==> src/rtl/float_add_pipelined.sv <==
// -----------------------------------------------------------------------------
// float_add_pipelined
//   Fully pipelined IEEE-754 binary32 adder/subtractor (a + b; negate b for
//   subtraction). Accepts one operand pair per cycle; the rounded sum appears
//   exactly four clocks after the operands are sampled. No backpressure.
//   Subnormal inputs are flushed to zero, underflowing results flush to a
//   signed zero, rounding is nearest-even.
//
// Ports
//   clk              clock, all logic on the rising edge
//   rst_n            synchronous active-low reset (clears the valid chain only)
//   float_in_a       operand A, binary32
//   float_in_b       operand B, binary32
//   float_in_valid   operands valid this cycle
//   float_out        sum, binary32
//   float_ovf        overflow / Inf / NaN flag, qualified by float_out_valid
//   float_out_valid  float_out and float_ovf valid this cycle
// -----------------------------------------------------------------------------
module float_add_pipelined #(
    // Register-update delay used by the delayed-simulation variant of this
    // block; updates here are zero-delay, so the value has no effect.
    parameter real simulation_delay = 1.0
) (
    input  logic        clk,
    input  logic        rst_n,
    input  logic [31:0] float_in_a,
    input  logic [31:0] float_in_b,
    input  logic        float_in_valid,
    output logic [31:0] float_out,
    output logic        float_ovf,
    output logic        float_out_valid
);

    localparam logic [31:0] QNAN = 32'h7FC0_0000;

    // Valid chain: [0] operand register, [1..3] stage 1..3, [4] output.
    logic [4:0] valid_pipe;

    // NOTE: sequential state uses non-blocking assignments so every register
    // samples the values from before the edge, independent of block order.
    always_ff @(posedge clk) begin
        if (!rst_n) valid_pipe <= '0;
        else        valid_pipe <= {valid_pipe[3:0], float_in_valid};
    end
    assign float_out_valid = valid_pipe[4];

    // ---------------- operand register ----------------
    logic [31:0] a_q, b_q;

    // NOTE: datapath registers carry no reset; only the valid chain is
    // cleared, and stale data is never qualified by a valid bit.
    always_ff @(posedge clk) begin
        a_q <= float_in_a;
        b_q <= float_in_b;
    end

    // ---------------- stage 1: unpack / compare ----------------
    logic [7:0]  exp_a, exp_b;
    logic [30:0] key_a, key_b;
    logic        nan_a, nan_b, inf_a, inf_b, a_ge_b;
    logic [31:0] special_val;

    always_comb begin
        exp_a  = a_q[30:23];
        exp_b  = b_q[30:23];
        // Zero exponent means zero: drop the fraction before comparing.
        key_a  = {exp_a, (exp_a == 8'd0) ? 23'd0 : a_q[22:0]};
        key_b  = {exp_b, (exp_b == 8'd0) ? 23'd0 : b_q[22:0]};
        a_ge_b = (key_a >= key_b);
        nan_a  = (exp_a == 8'hFF) && (a_q[22:0] != 23'd0);
        nan_b  = (exp_b == 8'hFF) && (b_q[22:0] != 23'd0);
        inf_a  = (exp_a == 8'hFF) && (a_q[22:0] == 23'd0);
        inf_b  = (exp_b == 8'hFF) && (b_q[22:0] == 23'd0);
        if (nan_a || nan_b || (inf_a && inf_b && (a_q[31] != b_q[31])))
            special_val = QNAN;
        else if (inf_a)
            special_val = {a_q[31], 8'hFF, 23'd0};
        else
            special_val = {b_q[31], 8'hFF, 23'd0};
    end

    logic        s1_sign, s1_sub, s1_special;
    logic [7:0]  s1_exp, s1_diff;
    logic [23:0] s1_sig_l, s1_sig_s;
    logic [31:0] s1_special_val;

    always_ff @(posedge clk) begin
        s1_sub         <= a_q[31] ^ b_q[31];
        s1_special     <= (exp_a == 8'hFF) || (exp_b == 8'hFF);
        s1_special_val <= special_val;
        if (a_ge_b) begin
            s1_sign  <= a_q[31];
            s1_exp   <= key_a[30:23];
            s1_diff  <= key_a[30:23] - key_b[30:23];
            s1_sig_l <= {key_a[30:23] != 8'd0, key_a[22:0]};
            s1_sig_s <= {key_b[30:23] != 8'd0, key_b[22:0]};
        end else begin
            s1_sign  <= b_q[31];
            s1_exp   <= key_b[30:23];
            s1_diff  <= key_b[30:23] - key_a[30:23];
            s1_sig_l <= {key_b[30:23] != 8'd0, key_b[22:0]};
            s1_sig_s <= {key_a[30:23] != 8'd0, key_a[22:0]};
        end
    end

    // ---------------- stage 2: align / add ----------------
    // Significands carry three extra LSBs: guard, round, sticky.
    logic [49:0] shift_ext;
    logic [26:0] aligned;
    logic [27:0] sum;

    always_comb begin
        shift_ext = {s1_sig_s, 26'd0} >> s1_diff;
        if (s1_diff >= 8'd26)
            aligned = {26'd0, |s1_sig_s};
        else
            aligned = {shift_ext[49:24], |shift_ext[23:0]};
        if (s1_sub) sum = {1'b0, s1_sig_l, 3'b000} - {1'b0, aligned};
        else        sum = {1'b0, s1_sig_l, 3'b000} + {1'b0, aligned};
    end

    logic        s2_sign, s2_special;
    logic [7:0]  s2_exp;
    logic [27:0] s2_sum;
    logic [31:0] s2_special_val;

    always_ff @(posedge clk) begin
        s2_sign        <= s1_sign;
        s2_exp         <= s1_exp;
        s2_sum         <= sum;
        s2_special     <= s1_special;
        s2_special_val <= s1_special_val;
    end

    // ---------------- stage 3: normalize ----------------
    logic [4:0]        lzc;
    logic [26:0]       norm;
    logic signed [9:0] norm_exp;
    logic              is_zero, zero_sign;

    // NOTE: every variable assigned here gets a default first, so no path
    // leaves one unassigned and no latch is inferred.
    always_comb begin
        lzc = 5'd27;
        for (int i = 0; i < 27; i++)
            if (s2_sum[i]) lzc = 5'(26 - i);
        norm      = '0;
        norm_exp  = '0;
        is_zero   = 1'b0;
        zero_sign = 1'b0;
        if (s2_sum[27]) begin
            norm     = {s2_sum[27:2], s2_sum[1] | s2_sum[0]};
            norm_exp = $signed({2'b00, s2_exp}) + 10'sd1;
        end else begin
            norm     = s2_sum[26:0] << lzc;
            norm_exp = $signed({2'b00, s2_exp}) - $signed({5'd0, lzc});
            if (s2_sum[26:0] == 27'd0) begin
                is_zero = 1'b1;             // exact cancellation -> +0
            end else if (norm_exp <= 10'sd0) begin
                is_zero   = 1'b1;           // underflow -> signed zero
                zero_sign = s2_sign;
            end
        end
    end

    logic              s3_sign, s3_zero, s3_zero_sign, s3_special;
    logic [26:0]       s3_mant;
    logic signed [9:0] s3_exp;
    logic [31:0]       s3_special_val;

    always_ff @(posedge clk) begin
        s3_sign        <= s2_sign;
        s3_mant        <= norm;
        s3_exp         <= norm_exp;
        s3_zero        <= is_zero;
        s3_zero_sign   <= zero_sign;
        s3_special     <= s2_special;
        s3_special_val <= s2_special_val;
    end

    // ---------------- stage 4: round / pack ----------------
    logic              round_up;
    logic [24:0]       rounded;
    logic signed [9:0] final_exp;
    logic [22:0]       frac;
    logic [31:0]       result;
    logic              ovf;

    always_comb begin
        // Nearest-even: round up on G and (R or S or LSB).
        round_up  = s3_mant[2] & (s3_mant[1] | s3_mant[0] | s3_mant[3]);
        rounded   = {1'b0, s3_mant[26:3]} + 25'(round_up);
        final_exp = s3_exp;
        frac      = rounded[22:0];
        if (rounded[24]) begin
            final_exp = s3_exp + 10'sd1;
            frac      = rounded[23:1];
        end
        result = {s3_sign, final_exp[7:0], frac};
        ovf    = 1'b0;
        if (s3_special) begin
            result = s3_special_val;
            ovf    = 1'b1;
        end else if (s3_zero) begin
            result = {s3_zero_sign, 31'd0};
        end else if (final_exp >= 10'sd255) begin
            result = {s3_sign, 8'hFF, 23'd0};
            ovf    = 1'b1;
        end
    end

    always_ff @(posedge clk) begin
        float_out <= result;
        float_ovf <= ovf;
    end

endmodule

==> config.mk <==
export PLATFORM = sky130hd
export DESIGN_NAME = float_add_pipelined
export DESIGN_NICKNAME = d
export VERILOG_FILES = /design/src/rtl/float_add_pipelined.sv
export SDC_FILE = /design/constraint.sdc
export NUM_CORES = 1
export LEC_CHECK = 0
export CAP_MARGIN = 20
export CORE_MARGIN = 2
export CORE_UTILIZATION = 40
export CTS_CLUSTER_SIZE = 14
export DETAILED_ROUTE_END_ITERATION = 6
export SYNTH_ARGS = -nofsm -noshare
export SYNTH_HDL_FRONTEND = slang
export SYNTH_SLANG_ARGS = --single-unit
==> constraint.sdc <==
create_clock -name clk -period 8.9 [get_ports clk]
set_input_delay 1.335 -clock clk [delete_from_list [all_inputs] [get_ports clk]]
set_output_delay 1.335 -clock clk [all_outputs]
set_load 0.005 [all_outputs]
==> results of run 1 <==
## cells by family after synthesis
logic type,after synthesis,share of synthesized area (%)
buffers and inverters,217,5.92
muxes,112,8.16
DFF,254,34.6
and+or+nand+nor,584,19.1
xor gates and xnor gates,67,3.99
AOI/OAI and AO/OA,458,19.6
adders and majority gates,100,8.71
## per-stage QoR
| step | instances | area (um2) | utilization (%) |
|---|---|---|---|
| after global placement | 2286 | 16000 | 44.0 |
| after global routing | 2338 | 17100 | 46.8 |
| after CTS | 2338 | 17100 | 46.8 |
| after floorplan | 1792 | 14700 | - |
| after detailed placement | 2286 | 16000 | 44.0 |
| final | 2338 | 17100 | 46.8 |
## power by group through the flow
stage / logic, mW / clock network (mW) / registers (mW)
2_1_floorplan: 1.11 / 0 / 1.59
3_3_place_gp: 1.55 / 0 / 1.68
3_5_place_dp: 1.56 / 0 / 1.69
4_1_cts: 1.56 / 1.25 / 1.66
5_1_grt: 1.74 / 1.30 / 1.70
6_report: 1.58 / 1.23 / 1.66
## final timing paths
check                        startpoint                         end  cells after the start
max                  s1_diff[1]$_DFF_P_          s2_sum[27]$_DFF_P_                     19
min          s2_special_val[31]$_DFF_P_  s3_special_val[31]$_DFF_P_                      0
max reg2reg          s1_diff[1]$_DFF_P_          s2_sum[27]$_DFF_P_                     19
min reg2reg  s2_special_val[31]$_DFF_P_  s3_special_val[31]$_DFF_P_                      0
## cell type report
cell class,instances,area (um2),share of cell area [%]
Tap cell,468,586,3.43
Timing Repair Buffer,113,1100,6.44
Clock buffer,40,836,4.90
Inverter,130,488,2.86
Sequential cell,254,5090,29.8
Multi-Input combinational cell,1321,8780,51.5
Clock inverter,12,180,1.06
## metal layers
metal | wire [um] | share of wire [%] | up-vias
li1 | - | - | 6471
met1 | 19000 | 46 | 6059
met2 | 18700 | 46 | 394
met3 | 2180 | 5.3 | 66
met4 | 1130 | 2.8 | 0
met5 | 0 | 0 | -
## flip-flops by register name, summed over array words and instances, names as in the netlist, 5 cells and up
signal,flops
a_q,32
b_q,32
float_out,32
s2_sum,28
s3_mant,27
s1_sig_l,24
s1_sig_s,24
s3_exp,10
s1_diff,8
s1_exp,8
s2_exp,8
valid_pipe,5
## cells in the mapped netlist, drive strengths merged (28+ instances only)
cell,count,area (um2)
a21oi,111,556
clkbuf,62,233
dfxtp,254,5080
ha,96,1200
inv,129,484
mux2i,94,941
nand2,204,768
nand3,64,320
nand4,28,196
nor2,129,492
nor3,34,175
nor4,32,206
o21ai,154,771
xnor2,42,368
==> metrics.csv, run 1 <==
metric,value,unit
holdBufCountCts,0,
clk_pin_slew,0.06,ns
p_int,2.85,mW
first_pass_iters,5,
slew_headroom,36.2,%
antenna_found_initial,0,
fin_crit_sh,66.3,%
core_area,36400,um2
rows,70,
holdWs,0.325,ns
busiest_layer,met2,
cp_top_family,compound AO/OA/AOI/OAI gates,
ios,101,
clock_latency,0.58,ns
dpl.hpwl,32.3,mm
drv_slew,0,
gr-total-overflow,0,
setup-violations-final,0,
grt_pass1_wl,65.7,mm
fp.dieW,196,um
syn_area,14700,um2
start_util,40.4,%
vias_per_cell,5.56,
synth_edf_count,0,
mostFrequentLayoutCells,"dfxtp_1, nand2_1, o21ai_0, inv_1, nor2_1",
slowest_stage,dfxtp_1,
grt_max_degree,96,
maxCapViolations,0,
worst_slack,3.00,ns
fin_nets,2015,
grt_util_all_layers,21.2,%
routedWlPerCell,17.6,um
groute.layer.met3.usage,3.06,%
max_freq,0.169,GHz
worst-path-buf-inv,0,
tightestPinTransition,0.956,ns
dieArea,38300,um2
grt_use_met1,28.3,%
cts_resized,0,
cts_setup_buffers,0,
ir_worst_vdd,163,uV
switching_share,36.2,%
tns,0,ns
clock-root-buffer,clkbuf_16,
port_buffers,100,
start_kind,register,
drt_wl_total,41.1,mm
comb_power_share,35.3,%
synth_cell_types,89,
numCtsBuffers,28,
power.total,4.47,mW
grtUsageMet2,35.6,%
setup.worst_path.class,reg2reg,
num_vias,13000,
ant_nets,0,
period_needed,5.90,ns
syn_inst,1792,
dr.first_iter.drc_count,962,
die_h,196,um
crit_top_cell,a21oi_1,
crit_chain,or2_1 -> o22ai_1 -> mux2_2 -> a21oi_1 -> nor2_1 -> o21ai_0 -> fa_1 -> o21bai_1 -> a21oi_1 -> o21ai_0 -> a21oi_1 -> o211ai_1 -> a21o_1 -> a2111oi_0 -> o41ai_1 -> a21oi_1 -> o21ai_0 -> a21oi_1 -> a211oi_1,
hold_viol,0,
async_flop_share,0,%
htreeDepth,1,
yosysSeqAreaShare,34.6,%
cp_data_arrival_time,6.32,ns
yosys_most_used_dff,dfxtp_1,
hold_class,reg2reg,
clock_path_buffers,3,
p_leak,7.30,nW
drc,0,
layout_commonest_cell,dfxtp_1,
syn_avg_cell_area,8.21,um2
area_delta_synth_final,15.9,%
critPathRequiredTime,9.32,ns
drive_gt1_share,6.10,%
syn-num-nets,1959,
cellPowerDensity,262,nW/um2
grt_setup_unrepaired,false,
ys_seq_elements,254,
pwr-share-seq,37.2,%
detailedPlace.worstSlack,3.11,ns
routabilityCongestion,0.910,
grt_pass1_vias,12500,
timing.critical_path.to_type,register,
fill_cells,3592,
cts_sinks,254,
diodes,0,
yosys_warnings,0,
r2r_setup_slack,3.00,ns
clock_power_share,27.5,%
crit_fanout,26,
cts_tree,done,
skew,0.0345,ns
status,"complete, no violations",
power.switching,1.62,mW
max_stage_delay,0.93,ns
Note: power is estimated with default switching activity, not from simulation.
==> inputs of run 2 (changes only) <==
==> constraint.sdc (replaced) <==
create_clock -name clk -period 6.1 [get_ports clk]
set_input_delay 0.915 -clock clk [delete_from_list [all_inputs] [get_ports clk]]
set_output_delay 0.915 -clock clk [all_outputs]
set_load 0.005 [all_outputs]
==> run 2 against run 1 <==
Effect of this change: critical path depth unchanged; wire length up 1.3%; clock skew down 0.015 ns; largest cell class unchanged; critical path type unchanged; clock-buffer cell count down 4; sequential share of layout area down 0.12 points; worst hold slack better by 0.00082 ns.
==> metrics.csv, run 2 (synthesized netlist as in run 1, its figures left out) <==
metric,value,unit
clock_power_share,27.1,%
stdcell_area,17100,um2
pwr-share-seq,37.0,%
clock-root-buffer,clkbuf_16,
clock_latency,0.57,ns
maxCapViolations,0,
hold_viol,0,
tightestPinTransition,1.03,ns
drv_slew,0,
timing.critical_path.to_type,register,
hold_class,reg2reg,
core_area,36400,um2
ios,101,
first_pass_iters,6,
worst_slack,0.698,ns
start_kind,register,
cp_data_arrival_time,5.82,ns
crit_fanout,23,
dpl.hpwl,32.5,mm
fin_util,47.0,%
cts_setup_buffers,0,
numCtsBuffers,28,
tns,0,ns
status,"complete, no violations",
power.total,6.53,mW
fin_crit_sh,88.6,%
setup.worst_path.class,reg2reg,
mostFrequentLayoutCells,"dfxtp_1, nand2_1, o21ai_0, inv_1, nor2_1",
switching_share,36.2,%
drive_gt1_share,6.60,%
layout_commonest_cell,dfxtp_1,
diodes,0,
grt_pass1_vias,12300,
dr.first_iter.drc_count,1052,
num_vias,13100,
period_needed,5.40,ns
detailedPlace.worstSlack,0.647,ns
fin_nets,2025,
r2r_setup_slack,0.70,ns
drc,0,
grt_max_degree,96,
holdWs,0.325,ns
p_leak,7.35,nW
p_int,4.17,mW
dpl.cell_count,2295,
fp.dieW,196,um
comb_power_share,36.0,%
grt_util_all_layers,21.5,%
die_h,196,um
antenna_found_initial,1,
routedWlPerCell,17.7,um
setup-violations-final,0,
power.switching,2.37,mW
place_area,16100,um2
slew_headroom,30.6,%
start_util,40.4,%
reg_top3,"a_q x32, b_q x32, float_out x32",
port_buffers,100,
grt_pass1_wl,66.5,mm
instances_no_fill,2348,
area_delta_synth_final,16.5,%
grt_setup_unrepaired,false,
routabilityCongestion,0.928,
htreeDepth,1,
critPathRequiredTime,6.52,ns
gr-total-overflow,0,
clk_pin_slew,0.06,ns
ant_nets,0,
vias_per_cell,5.59,
ir_worst_vdd,236,uV
drt_wl_total,41.6,mm
max_freq,0.185,GHz
cellPowerDensity,381,nW/um2
skew,0.0196,ns
cts_sinks,254,
cts_tree,done,
rows,70,
dieArea,38300,um2
clock_path_buffers,3,
==> run 2: cell type report <==
class / instances / area [um2]
timing repair buffer: 123 / 1190
sequential: 254 / 5090
tap: 468 / 586
clock inverter: 16 / 213
clock buffer: 36 / 781
fill: 3629 / 19300
multi-input combinational: 1321 / 8780
inverter: 130 / 488
==> run 2: power by group through the flow <==
stage / Sequential, mW / Combinational (mW) / Clock [mW]
2_1_floorplan: 2.32 / 1.61 / 0
3_3_place_gp: 2.44 / 2.31 / 0
3_5_place_dp: 2.45 / 2.32 / 0
4_1_cts: 2.41 / 2.33 / 1.82
5_1_grt: 2.46 / 2.60 / 1.88
6_report: 2.41 / 2.35 / 1.77
==> run 2: worst max-delay path, stage by stage (launching register included) <==
cell	delay, ns
dfxtp_1	0.59
or2_1	0.65
o22ai_1	0.33
mux2_2	0.36
a21oi_1	0.15
nor2_1	0.05
o21ai_0	0.46
fa_1	0.30
o21bai_1	0.08
a21oi_1	0.18
o21ai_0	0.11
a21oi_1	0.25
o211ai_1	0.14
a21o_1	0.24
a2111oi_0	0.66
o41ai_1	0.23
a21oi_1	0.18
o21ai_0	0.09
a21oi_1	0.14
a211oi_1	0.06
==> run 2: path summary, 6_finish.rpt <==
check | end | cells past startpoint | start
setup / recovery | s2_sum[27]$_DFF_P_ | 19 | s1_diff[1]$_DFF_P_
hold / removal | s2_exp[2]$_DFF_P_ | 0 | s1_exp[2]$_DFF_P_
setup reg to reg | s2_sum[27]$_DFF_P_ | 19 | s1_diff[1]$_DFF_P_
hold reg to reg | s2_exp[2]$_DFF_P_ | 0 | s1_exp[2]$_DFF_P_
==> run 2: what timing repair did <==
item                       in CTS  in global routing
setup endpoints to repair       0                  3
gates resized for setup         0                  1
hold buffers                    0                  0
==> run 2: metal layers <==
layer  share of wire [%]  wire, um  GRT usage (%)  vias up
met3                 5.3      2220           2.73       71
li1                    -         -              -     6482
met2                  45     18700           35.4      427
met4                 2.5      1060           6.20        2
met5               0.019         8              0        -
met1                  47     19600           29.7     6143
